## config.mk

```make
export PLATFORM = sky130hd
export DESIGN_NAME = gerenciador_vitais
export DESIGN_NICKNAME = d
export VERILOG_FILES = /design/src/rtl/gerenciador_vitais.sv
export SDC_FILE = /design/constraint.sdc
export NUM_CORES = 1
export LEC_CHECK = 0
export CORE_ASPECT_RATIO = 1.4
export CORE_MARGIN = 2
export CORE_UTILIZATION = 36
export DETAILED_ROUTE_END_ITERATION = 10
export PLACE_DENSITY = 0.62
export SYNTH_ARGS = -nofsm -noshare
export SYNTH_HDL_FRONTEND = slang
export SYNTH_SLANG_ARGS = --single-unit
```

## constraint.sdc

```tcl
create_clock -name clk -period 5 [get_ports clk]
set_clock_uncertainty 0.1 [all_clocks]
set_input_delay 1 -clock clk [delete_from_list [all_inputs] [get_ports clk]]
set_output_delay 1 -clock clk [all_outputs]
set_load 0.01 [all_outputs]
```

## src/rtl/gerenciador_vitais.sv

```systemverilog
// gerenciador_vitais
// Keeps the pet's vitals (saciedade, energia, alegria) and its age, advancing
// them once per prescaled game tick according to the current one-hot pet state.
// Raises a sticky 'morreu' flag as soon as any vital reaches zero; from then on
// the vitals and the age are frozen until reset, while the tick keeps running.

module gerenciador_vitais #(
    parameter int TICK_DIV = 50_000_000,
    parameter int W        = 4,
    parameter int MAX      = 15
) (
    input  logic         clk,
    input  logic         rst_n,
    input  logic [3:0]   estado,
    output logic [W-1:0] saciedade,
    output logic [W-1:0] energia,
    output logic [W-1:0] alegria,
    output logic [7:0]   idade,
    output logic         tick,
    output logic         morreu
);

    // Prescaler width; a two-cycle tick still needs one bit.
    localparam int CW = (TICK_DIV > 2) ? $clog2(TICK_DIV) : 1;

    localparam logic [CW-1:0]       PRESC_LAST = CW'(TICK_DIV - 1);
    localparam logic [CW-1:0]       PRESC_ONE  = CW'(1);
    localparam logic [W-1:0]        VITAL_MAX  = W'(MAX);
    localparam logic signed [W+1:0] MAX_S      = (W+2)'(MAX);

    // Signed deltas, two guard bits above the vital width so that
    // underflow shows up as a negative value instead of wrapping.
    localparam logic signed [W+1:0] D_ZERO   = (W+2)'(0);
    localparam logic signed [W+1:0] D_PLUS2  = (W+2)'(2);
    localparam logic signed [W+1:0] D_MINUS1 = ~((W+2)'(0));
    localparam logic signed [W+1:0] D_MINUS2 = ~((W+2)'(1));

    // One-hot pet state encoding shared with the state controller.
    localparam logic [3:0] ST_IDLE       = 4'b0000;
    localparam logic [3:0] ST_DORMINDO   = 4'b0001;
    localparam logic [3:0] ST_COMENDO    = 4'b0010;
    localparam logic [3:0] ST_DANDO_AULA = 4'b0100;
    localparam logic [3:0] ST_MORTO      = 4'b1000;

    localparam logic [7:0] AGE_LAST = 8'd255;
    localparam logic [7:0] AGE_ONE  = 8'd1;

    // Adds a signed delta to a vital and clamps the result into [0, MAX].
    function automatic logic [W-1:0] clamp_add_f(
        input logic [W-1:0]        cur,
        input logic signed [W+1:0] delta
    );
        logic signed [W+1:0] sum;
        sum = $signed({2'b00, cur}) + delta;
        if (sum[W+1]) begin
            clamp_add_f = {W{1'b0}};
        end else if (sum > MAX_S) begin
            clamp_add_f = VITAL_MAX;
        end else begin
            clamp_add_f = sum[W-1:0];
        end
    endfunction

    logic [CW-1:0] presc_r;
    logic          tick_r;
    logic [W-1:0]  sac_r;
    logic [W-1:0]  ene_r;
    logic [W-1:0]  ale_r;
    logic [7:0]    idade_r;
    logic          morreu_r;

    logic                tick_now_s;
    logic                morto_s;
    logic                update_s;
    logic signed [W+1:0] d_sac_s;
    logic signed [W+1:0] d_ene_s;
    logic signed [W+1:0] d_ale_s;
    logic [W-1:0]        sac_nxt_s;
    logic [W-1:0]        ene_nxt_s;
    logic [W-1:0]        ale_nxt_s;
    logic [7:0]          idade_nxt_s;
    logic                zero_s;

    // Tick strobe: last cycle of each prescaler period.
    always_comb begin
        tick_now_s = (presc_r == PRESC_LAST);
    end

    // Per-state deltas; unknown encodings behave like IDLE, MORTO blocks updates.
    always_comb begin
        d_sac_s = D_MINUS1;
        d_ene_s = D_MINUS1;
        d_ale_s = D_MINUS1;
        morto_s = 1'b0;
        case (estado)
            ST_IDLE: begin
                d_sac_s = D_MINUS1;
                d_ene_s = D_MINUS1;
                d_ale_s = D_MINUS1;
            end
            ST_COMENDO: begin
                d_sac_s = D_PLUS2;
                d_ene_s = D_MINUS1;
                d_ale_s = D_ZERO;
            end
            ST_DORMINDO: begin
                d_sac_s = D_MINUS1;
                d_ene_s = D_PLUS2;
                d_ale_s = D_ZERO;
            end
            ST_DANDO_AULA: begin
                d_sac_s = D_MINUS1;
                d_ene_s = D_MINUS2;
                d_ale_s = D_PLUS2;
            end
            ST_MORTO: begin
                d_sac_s = D_ZERO;
                d_ene_s = D_ZERO;
                d_ale_s = D_ZERO;
                morto_s = 1'b1;
            end
            default: begin
                d_sac_s = D_MINUS1;
                d_ene_s = D_MINUS1;
                d_ale_s = D_MINUS1;
            end
        endcase
    end

    // Candidate next values for a tick edge and the death condition they imply.
    always_comb begin
        sac_nxt_s = clamp_add_f(sac_r, d_sac_s);
        ene_nxt_s = clamp_add_f(ene_r, d_ene_s);
        ale_nxt_s = clamp_add_f(ale_r, d_ale_s);
        if (idade_r == AGE_LAST) begin
            idade_nxt_s = AGE_LAST;
        end else begin
            idade_nxt_s = idade_r + AGE_ONE;
        end
        zero_s   = (sac_nxt_s == {W{1'b0}}) ||
                   (ene_nxt_s == {W{1'b0}}) ||
                   (ale_nxt_s == {W{1'b0}});
        update_s = tick_now_s && !morreu_r && !morto_s;
    end

    // Free-running prescaler; a reset discards any partial period.
    always_ff @(posedge clk or negedge rst_n) begin
        if (!rst_n) begin
            presc_r <= {CW{1'b0}};
        end else if (tick_now_s) begin
            presc_r <= {CW{1'b0}};
        end else begin
            presc_r <= presc_r + PRESC_ONE;
        end
    end

    // Registered tick output, one cycle behind the internal strobe.
    always_ff @(posedge clk or negedge rst_n) begin
        if (!rst_n) begin
            tick_r <= 1'b0;
        end else begin
            tick_r <= tick_now_s;
        end
    end

    // Vitals, age and sticky death flag; only move on a live, non-MORTO tick.
    always_ff @(posedge clk or negedge rst_n) begin
        if (!rst_n) begin
            sac_r    <= VITAL_MAX;
            ene_r    <= VITAL_MAX;
            ale_r    <= VITAL_MAX;
            idade_r  <= 8'd0;
            morreu_r <= 1'b0;
        end else if (update_s) begin
            sac_r    <= sac_nxt_s;
            ene_r    <= ene_nxt_s;
            ale_r    <= ale_nxt_s;
            idade_r  <= idade_nxt_s;
            morreu_r <= zero_s;
        end else begin
            sac_r    <= sac_r;
            ene_r    <= ene_r;
            ale_r    <= ale_r;
            idade_r  <= idade_r;
            morreu_r <= morreu_r;
        end
    end

    assign saciedade = sac_r;
    assign energia   = ene_r;
    assign alegria   = ale_r;
    assign idade     = idade_r;
    assign tick      = tick_r;
    assign morreu    = morreu_r;

endmodule

```

==> flow_summary.json, run 1 <==
{
  "status": "complete, no violations",
  "tightestPinTransition_ns": 0.662,
  "vias": 2557,
  "rsz0062_at_grt": "false",
  "clk_pin_slew_ns": 0.06,
  "ctsRootBufferMaster": "clkbuf_16",
  "peakVddDrop_uv": 120,
  "cts-htree-levels": 2,
  "grt_pass1_wl_microns": 11300,
  "io_buffers": 27,
  "post-place-cells": 460,
  "critPathRequiredTime_ns": 5.14,
  "fin_ws_ns": 1.04,
  "critPathLaunchType": "input port",
  "finalCritPeriodShare": 0.793,
  "detail-route-antenna-nets": 0,
  "switching_power_uw": 254,
  "p_clk_frac": 0.404,
  "drt_iter0_drc": 124,
  "cts_resized": 0,
  "routed_via_density": 5.46,
  "setup_viol": 0,
  "wl_met1_microns": 2880,
  "antenna_found_initial": 0,
  "grt_usage": 0.154,
  "dpl_worst_slack_ns": 0.761,
  "antennaDiodeCount": 0,
  "syn_area_per_cell_sq_um": 9.23,
  "clk-insertion-delay-late_ns": 0.29,
  "cts_tree": "yes",
  "ys_seq_elements": 48,
  "clock_sinks": 48,
  "switching_share": 0.259,
  "syn_to_final_growth_pct": 17.0,
  "num_rows": 40,
  "grt_pass1_vias": 2479,
  "core_sq_um": 8510,
  "grt_max_degree": 49,
  "hpwl_microns": 4930,
  "setup_tns_ns": 0,
  "synth-edff-count": 0,
  "hold_class": "flop to flop",
  "crit_fanout": 9,
  "ys_seq_area_frac": 0.389,
  "synthCells": 339,
  "wl_met3_microns": 182,
  "cts.path.max_buffers": 2,
  "max_freq_ghz": 0.252,
  "wl_met2_microns": 3470,
  "nNetsFinal": 388,
  "path_class": "input port to flop",
  "syn_nets": 365,
  "top_layer": "met4",
  "die_h_microns": 114,
  "synthFlopType": "dfrtp_1",
  "seqPwrFrac": 0.423,
  "p_per_area_nw_per_um2": 268,
  "endpoint_kind": "flop",
  "drt_wl_total_microns": 6730,
  "drive_gt1_frac": 0.102,
  "maxCapViolCount": 0,
  "gp_congestion": 0.832,
  "hold_ws_ns": 0.369,
  "start_util": 0.368,
  "dpl_cell_area_sq_um": 3480,
  "first_pass_iters": 4,
  "overflow": 0,
  "cts_setup_buffers": 0,
  "final_util": 0.430,
  "p_leak_nw": 1.54,
  "cts_buffers": 5,
  "drc": 0,
  "ys_types": 57,
  "ioPinCount": 28,
  "slew_violations": 0,
  "postCtsHoldBufs": 0,
  "post-route-min-period_ns": 3.96,
  "hold_viol": 0,
  "comb_power_share": 0.173,
  "die_w_microns": 82.8,
  "synthArstFlopShare": 1.00,
  "syn_area_sq_um": 3130,
  "slew_headroom": 0.554,
  "stdcell_area_sq_um": 3660,
  "wire_per_inst_microns": 14.4,
  "p_int_uw": 727,
  "final_cell_count_no_fill": 468,
  "report.power.total_uw": 981,
  "yosys_warnings": 0,
  "die_area_sq_um": 9460,
  "cp.arrival_ns": 4.10
}
[power by group through the flow]
stage | clock network [mW] | logic, mW | registers, mW
detailed placement | 0 | 0.169 | 0.422
floorplan | 0 | 0.105 | 0.423
CTS | 0.411 | 0.170 | 0.415
global placement | 0 | 0.165 | 0.422
finish | 0.396 | 0.170 | 0.415
global route | 0.428 | 0.188 | 0.416
[worst max-delay path, cell delays in order]
cell,delay (ns)
clkdlybuf4s50_1,0.66
xnor2_1,0.17
or3_1,0.33
ha_1,0.24
inv_1,0.06
fa_1,0.40
nor2b_1,0.11
o21ai_0,0.16
or3_1,0.34
a21o_1,0.23
a211oi_1,0.28
a21o_1,0.12
[layer usage]
| metal | track usage | vias to the layer above |
|---|---|---|
| li1 | - | 1258 |
| met1 | 0.183 | 1245 |
| met2 | 0.266 | 40 |
| met3 | 0.0260 | 14 |
| met4 | 0.0667 | 0 |
| met5 | 0 | - |
[cells in the mapped netlist, types with 2 or more instances]
cell type / n / area (sq um)
nor2_1: 39 / 146
dfrtp_1: 36 / 901
nand3_1: 22 / 110
inv_1: 21 / 78.8
ha_1: 17 / 213
nand2_1: 17 / 63.8
xnor2_1: 16 / 140
xor2_1: 16 / 140
dfstp_2: 12 / 315
nand4_1: 10 / 62.6
a21oi_1: 9 / 45.0
and3_1: 8 / 50.1
o21ai_0: 8 / 40.0
a211oi_1: 7 / 52.6
a21o_1: 7 / 52.6
nor3_1: 7 / 35.0
a211o_1: 6 / 52.6
buf_2: 6 / 30.0
clkbuf_1: 6 / 22.5
or3_1: 6 / 37.5
nor3b_1: 5 / 37.5
o21bai_1: 4 / 30.0
a31oi_1: 3 / 18.8
and2_1: 3 / 18.8
and4_1: 3 / 26.3
fa_1: 3 / 60.1
nor2b_1: 3 / 18.8
o21ai_1: 3 / 15.0
a21boi_0: 2 / 15.0
mux2_2: 2 / 22.5
nor4_1: 2 / 12.5
nor4b_1: 2 / 17.5
o211ai_1: 2 / 15.0
o21a_1: 2 / 15.0
or2_2: 2 / 12.5
[area by class of cell]
class	instances	area (sq um)
clock buffer	6	139
clock inverter	2	38.8
fill	867	4850
inverter	21	78.8
multi-input combinational	257	1780
sequential	48	1220
tap	105	131
timing repair buffer	29	280
[state kept, by name, indices dropped and copies added, names as in the netlist]
register	count
presc_r	26
idade	8
alegria	4
energia	4
saciedade	4
morreu	1
tick	1
[placed cells by master, fill, tap and decap left out, types with 3 or more instances in the layout]
master           count
o21ai_1              3
or3_1                6
nor2_1              39
dfrtp_1             36
and3_1               8
inv_1               21
nand3_1             22
nand4_1             10
dfstp_2             12
o21bai_1             4
and2_1               3
a211oi_1             7
xnor2_1             16
clkbuf_16            5
nor2b_1              3
a31oi_1              3
a211o_1              6
a21oi_1              9
nor3b_1              5
fa_1                 3
clkdlybuf4s50_1     26
o21ai_0              8
xor2_1              16
ha_1                17
and4_1               3
nand2_1             17
nor3_1               7
a21o_1               7
[logic make-up (layout without fill, tap and decap cells)]
kind of cell / after synthesis / count (layout) / synth area share
buffers and inverters: 34 / 58 / 0.0432
multiplexers: 2 / 2 / 0.00720
flip-flops: 48 / 48 / 0.389
AND/OR/NAND/NOR: 137 / 137 / 0.234
AO/OA/AOI/OAI: 66 / 66 / 0.150
XOR/XNOR: 32 / 32 / 0.0896
adder cells (fa/ha/maj): 20 / 20 / 0.0872
[final timing paths]
| path | from | endpoint | slack [ns] | cells past startpoint |
|---|---|---|---|---|
| setup / recovery | estado[3] | saciedade[0] | 1.04 | 12 |
| hold / removal | presc_r[0] | presc_r[0] | 0.37 | 1 |
| setup reg to reg | energia[0] | morreu | 2.39 | 9 |
| hold reg to reg | presc_r[0] | presc_r[0] | 0.37 | 1 |
| max in group asynchronous | rst_n | presc_r[0] | 3.68 | 2 |
| min in group asynchronous | rst_n | presc_r[23] | 0.71 | 2 |
Power figures use the tool's default switching activity.
==> inputs of run 2 (changes only) <==
==> constraint.sdc (replaced) <==
create_clock -name clk -period 4.15 [get_ports clk]
set_clock_uncertainty 0.1 [all_clocks]
set_input_delay 0.83 -clock clk [delete_from_list [all_inputs] [get_ports clk]]
set_output_delay 0.83 -clock clk [all_outputs]
set_load 0.01 [all_outputs]
==> run 2 against run 1 <==
Global-route usage shrank 0.087 points. Combinational power grew 19%. Die area is the same. Count of clock-buffer cells in the layout is the same. Clock power grew 21%. Non-clock buffer count grew 1. Sequential power grew 20%. Sequential cell count is the same. Critical path depth grew 1.
==> flow_summary.json, run 2 (same netlist as run 1, synthesis figures left out) <==
{
  "vias": 2506,
  "multi_input_area_sq_um": 1780,
  "die_w_microns": 82.8,
  "crit_path_frequent_cell": "a211o_1",
  "critPathLaunchType": "input port",
  "io_buffers": 27,
  "crit_fanout": 9,
  "grt_usage": 0.153,
  "cts.path.max_buffers": 2,
  "grt_pass1_vias": 2475,
  "die_area_sq_um": 9460,
  "overflow": 0,
  "drive_gt1_frac": 0.104,
  "setup_tns_ns": 0,
  "max_freq_ghz": 0.264,
  "cts_setup_buffers": 0,
  "p_per_area_nw_per_um2": 321,
  "wire_per_inst_microns": 14.0,
  "max_stage_delay_ns": 0.57,
  "tightestPinTransition_ns": 1.09,
  "start_util": 0.368,
  "antennaDiodeCount": 0,
  "clock_sinks": 48,
  "clk-insertion-delay-late_ns": 0.29,
  "cp_slowest_cell": "clkdlybuf4s50_1",
  "routed_via_density": 5.34,
  "critPathRequiredTime_ns": 4.27,
  "cp_num_buf_inv": 2,
  "antenna_found_initial": 0,
  "cts_tree": "yes",
  "slew_headroom": 0.275,
  "stdcell_area_sq_um": 3670,
  "cts_buffers": 5,
  "drt_wl_total_microns": 6570,
  "syn_to_final_growth_pct": 17.3,
  "die_h_microns": 114,
  "cts_resized": 0,
  "hpwl_microns": 4860,
  "grt_max_degree": 49,
  "reg2reg_slack_ns": 1.57,
  "peakVddDrop_uv": 139,
  "post-route-min-period_ns": 3.78,
  "postCtsHoldBufs": 0,
  "path_class": "input port to flop",
  "setup_viol": 0,
  "p_leak_nw": 1.54,
  "report.power.total_mw": 1.18,
  "fill_cells": 829,
  "core_sq_um": 8510,
  "ioPinCount": 28,
  "drc": 0,
  "largest_reg_flops": 26,
  "cp.arrival_ns": 3.90,
  "cp_cell_sequence": "clkdlybuf4s50_1 > xor2_1 > o211ai_1 > and2_4 > ha_1 > inv_1 > fa_1 > nor2b_1 > o21bai_1 > a211o_1 > a21o_1 > a211o_1 > o21ai_1",
  "endpoint_kind": "flop",
  "mostFrequentLayoutCells": "nor2_1 (39), dfrtp_1 (36), clkdlybuf4s50_1 (26)",
  "nNetsFinal": 389,
  "finalCritPeriodShare": 0.911,
  "rsz0062_at_grt": "false",
  "p_int_uw": 878,
  "maxCapViolCount": 0,
  "final_common_cell": "nor2_1",
  "cpLargestDelayFamily": "compound AO/OA/AOI/OAI gates",
  "hold_viol": 0,
  "comb_power_share": 0.172,
  "clk_pin_slew_ns": 0.07,
  "num_rows": 40,
  "grt_pass1_wl_microns": 11300,
  "first_pass_iters": 4,
  "dpl_cell_area_sq_um": 3490,
  "switching_share": 0.256,
  "ctsRootBufferMaster": "clkbuf_16",
  "slew_violations": 0,
  "status": "complete, no violations",
  "cts-htree-levels": 2,
  "hold_class": "flop to flop",
  "p_clk_frac": 0.405,
  "switching_power_uw": 302,
  "detail-route-antenna-nets": 0,
  "final-seq-area_sq_um": 1220,
  "seqPwrFrac": 0.423,
  "top_register": "presc_r",
  "drt_iter0_drc": 116,
  "gp_congestion": 0.832
}
==> run 2: cell types whose count changed in the layout (fill, tap and decap cells not counted) <==
cell and delta:
buf_4 +1
==> run 2: worst register-to-register path, cell delays in order (launching register included) <==
cell     delay [ns]
dfrtp_1        0.38
ha_1           0.22
nand2_1        0.10
nor2_1         0.34
nand3_1        0.22
or3_1          0.59
or3_1          0.46
o21ai_1        0.10
==> run 2: through the flow <==
| stage | setup WS (ns) | hold WS, ns | cells | util |
|---|---|---|---|---|
| finish | 0.369 | 0.371 | 469 | 0.431 |
| global route | 0.181 | 0.399 | 469 | 0.431 |
| CTS | 0.366 | 0.369 | 469 | 0.431 |
| detailed placement | 0.0725 | 0.360 | 461 | 0.410 |
| global placement | 0.201 | 0.348 | 461 | 0.410 |
| floorplan | 0.800 | 0.333 | 339 | - |
==> run 2: metal layers <==
metal	vias up	share of wire	wire length [microns]	GRT usage
met4	0	0.018	120	0.0590
met1	1205	0.44	2870	0.184
met3	10	0.027	180	0.0300
li1	1256	-	-	-
met2	35	0.52	3410	0.263
met5	-	0	0	0
==> run 2: cell type report <==
cell class,count,area share
clock buffer,6,0.0378
clock inverter,2,0.0106
timing repair buffer,30,0.0784
inverter,21,0.0215
tap,105,0.0358
multi-input combinational,257,0.484
sequential,48,0.331
==> run 2: path summary, 6_finish.rpt <==
path / from / endpoint / cells after the start
max: estado[3] / alegria[1] / 13
min: presc_r[0] / presc_r[0] / 1
max reg2reg: presc_r[0] / saciedade[3] / 7
min reg2reg: presc_r[0] / presc_r[0] / 1
max in group asynchronous: rst_n / presc_r[18] / 1
min in group asynchronous: rst_n / presc_r[17] / 1
==> run 2: power by group through the flow <==
stage / registers [mW] / logic, mW / clock network (mW)
6_report: 0.499 / 0.203 / 0.478
5_1_grt: 0.501 / 0.227 / 0.518
4_1_cts: 0.499 / 0.204 / 0.492
3_5_place_dp: 0.508 / 0.202 / 0
3_3_place_gp: 0.508 / 0.199 / 0
2_1_floorplan: 0.510 / 0.126 / 0
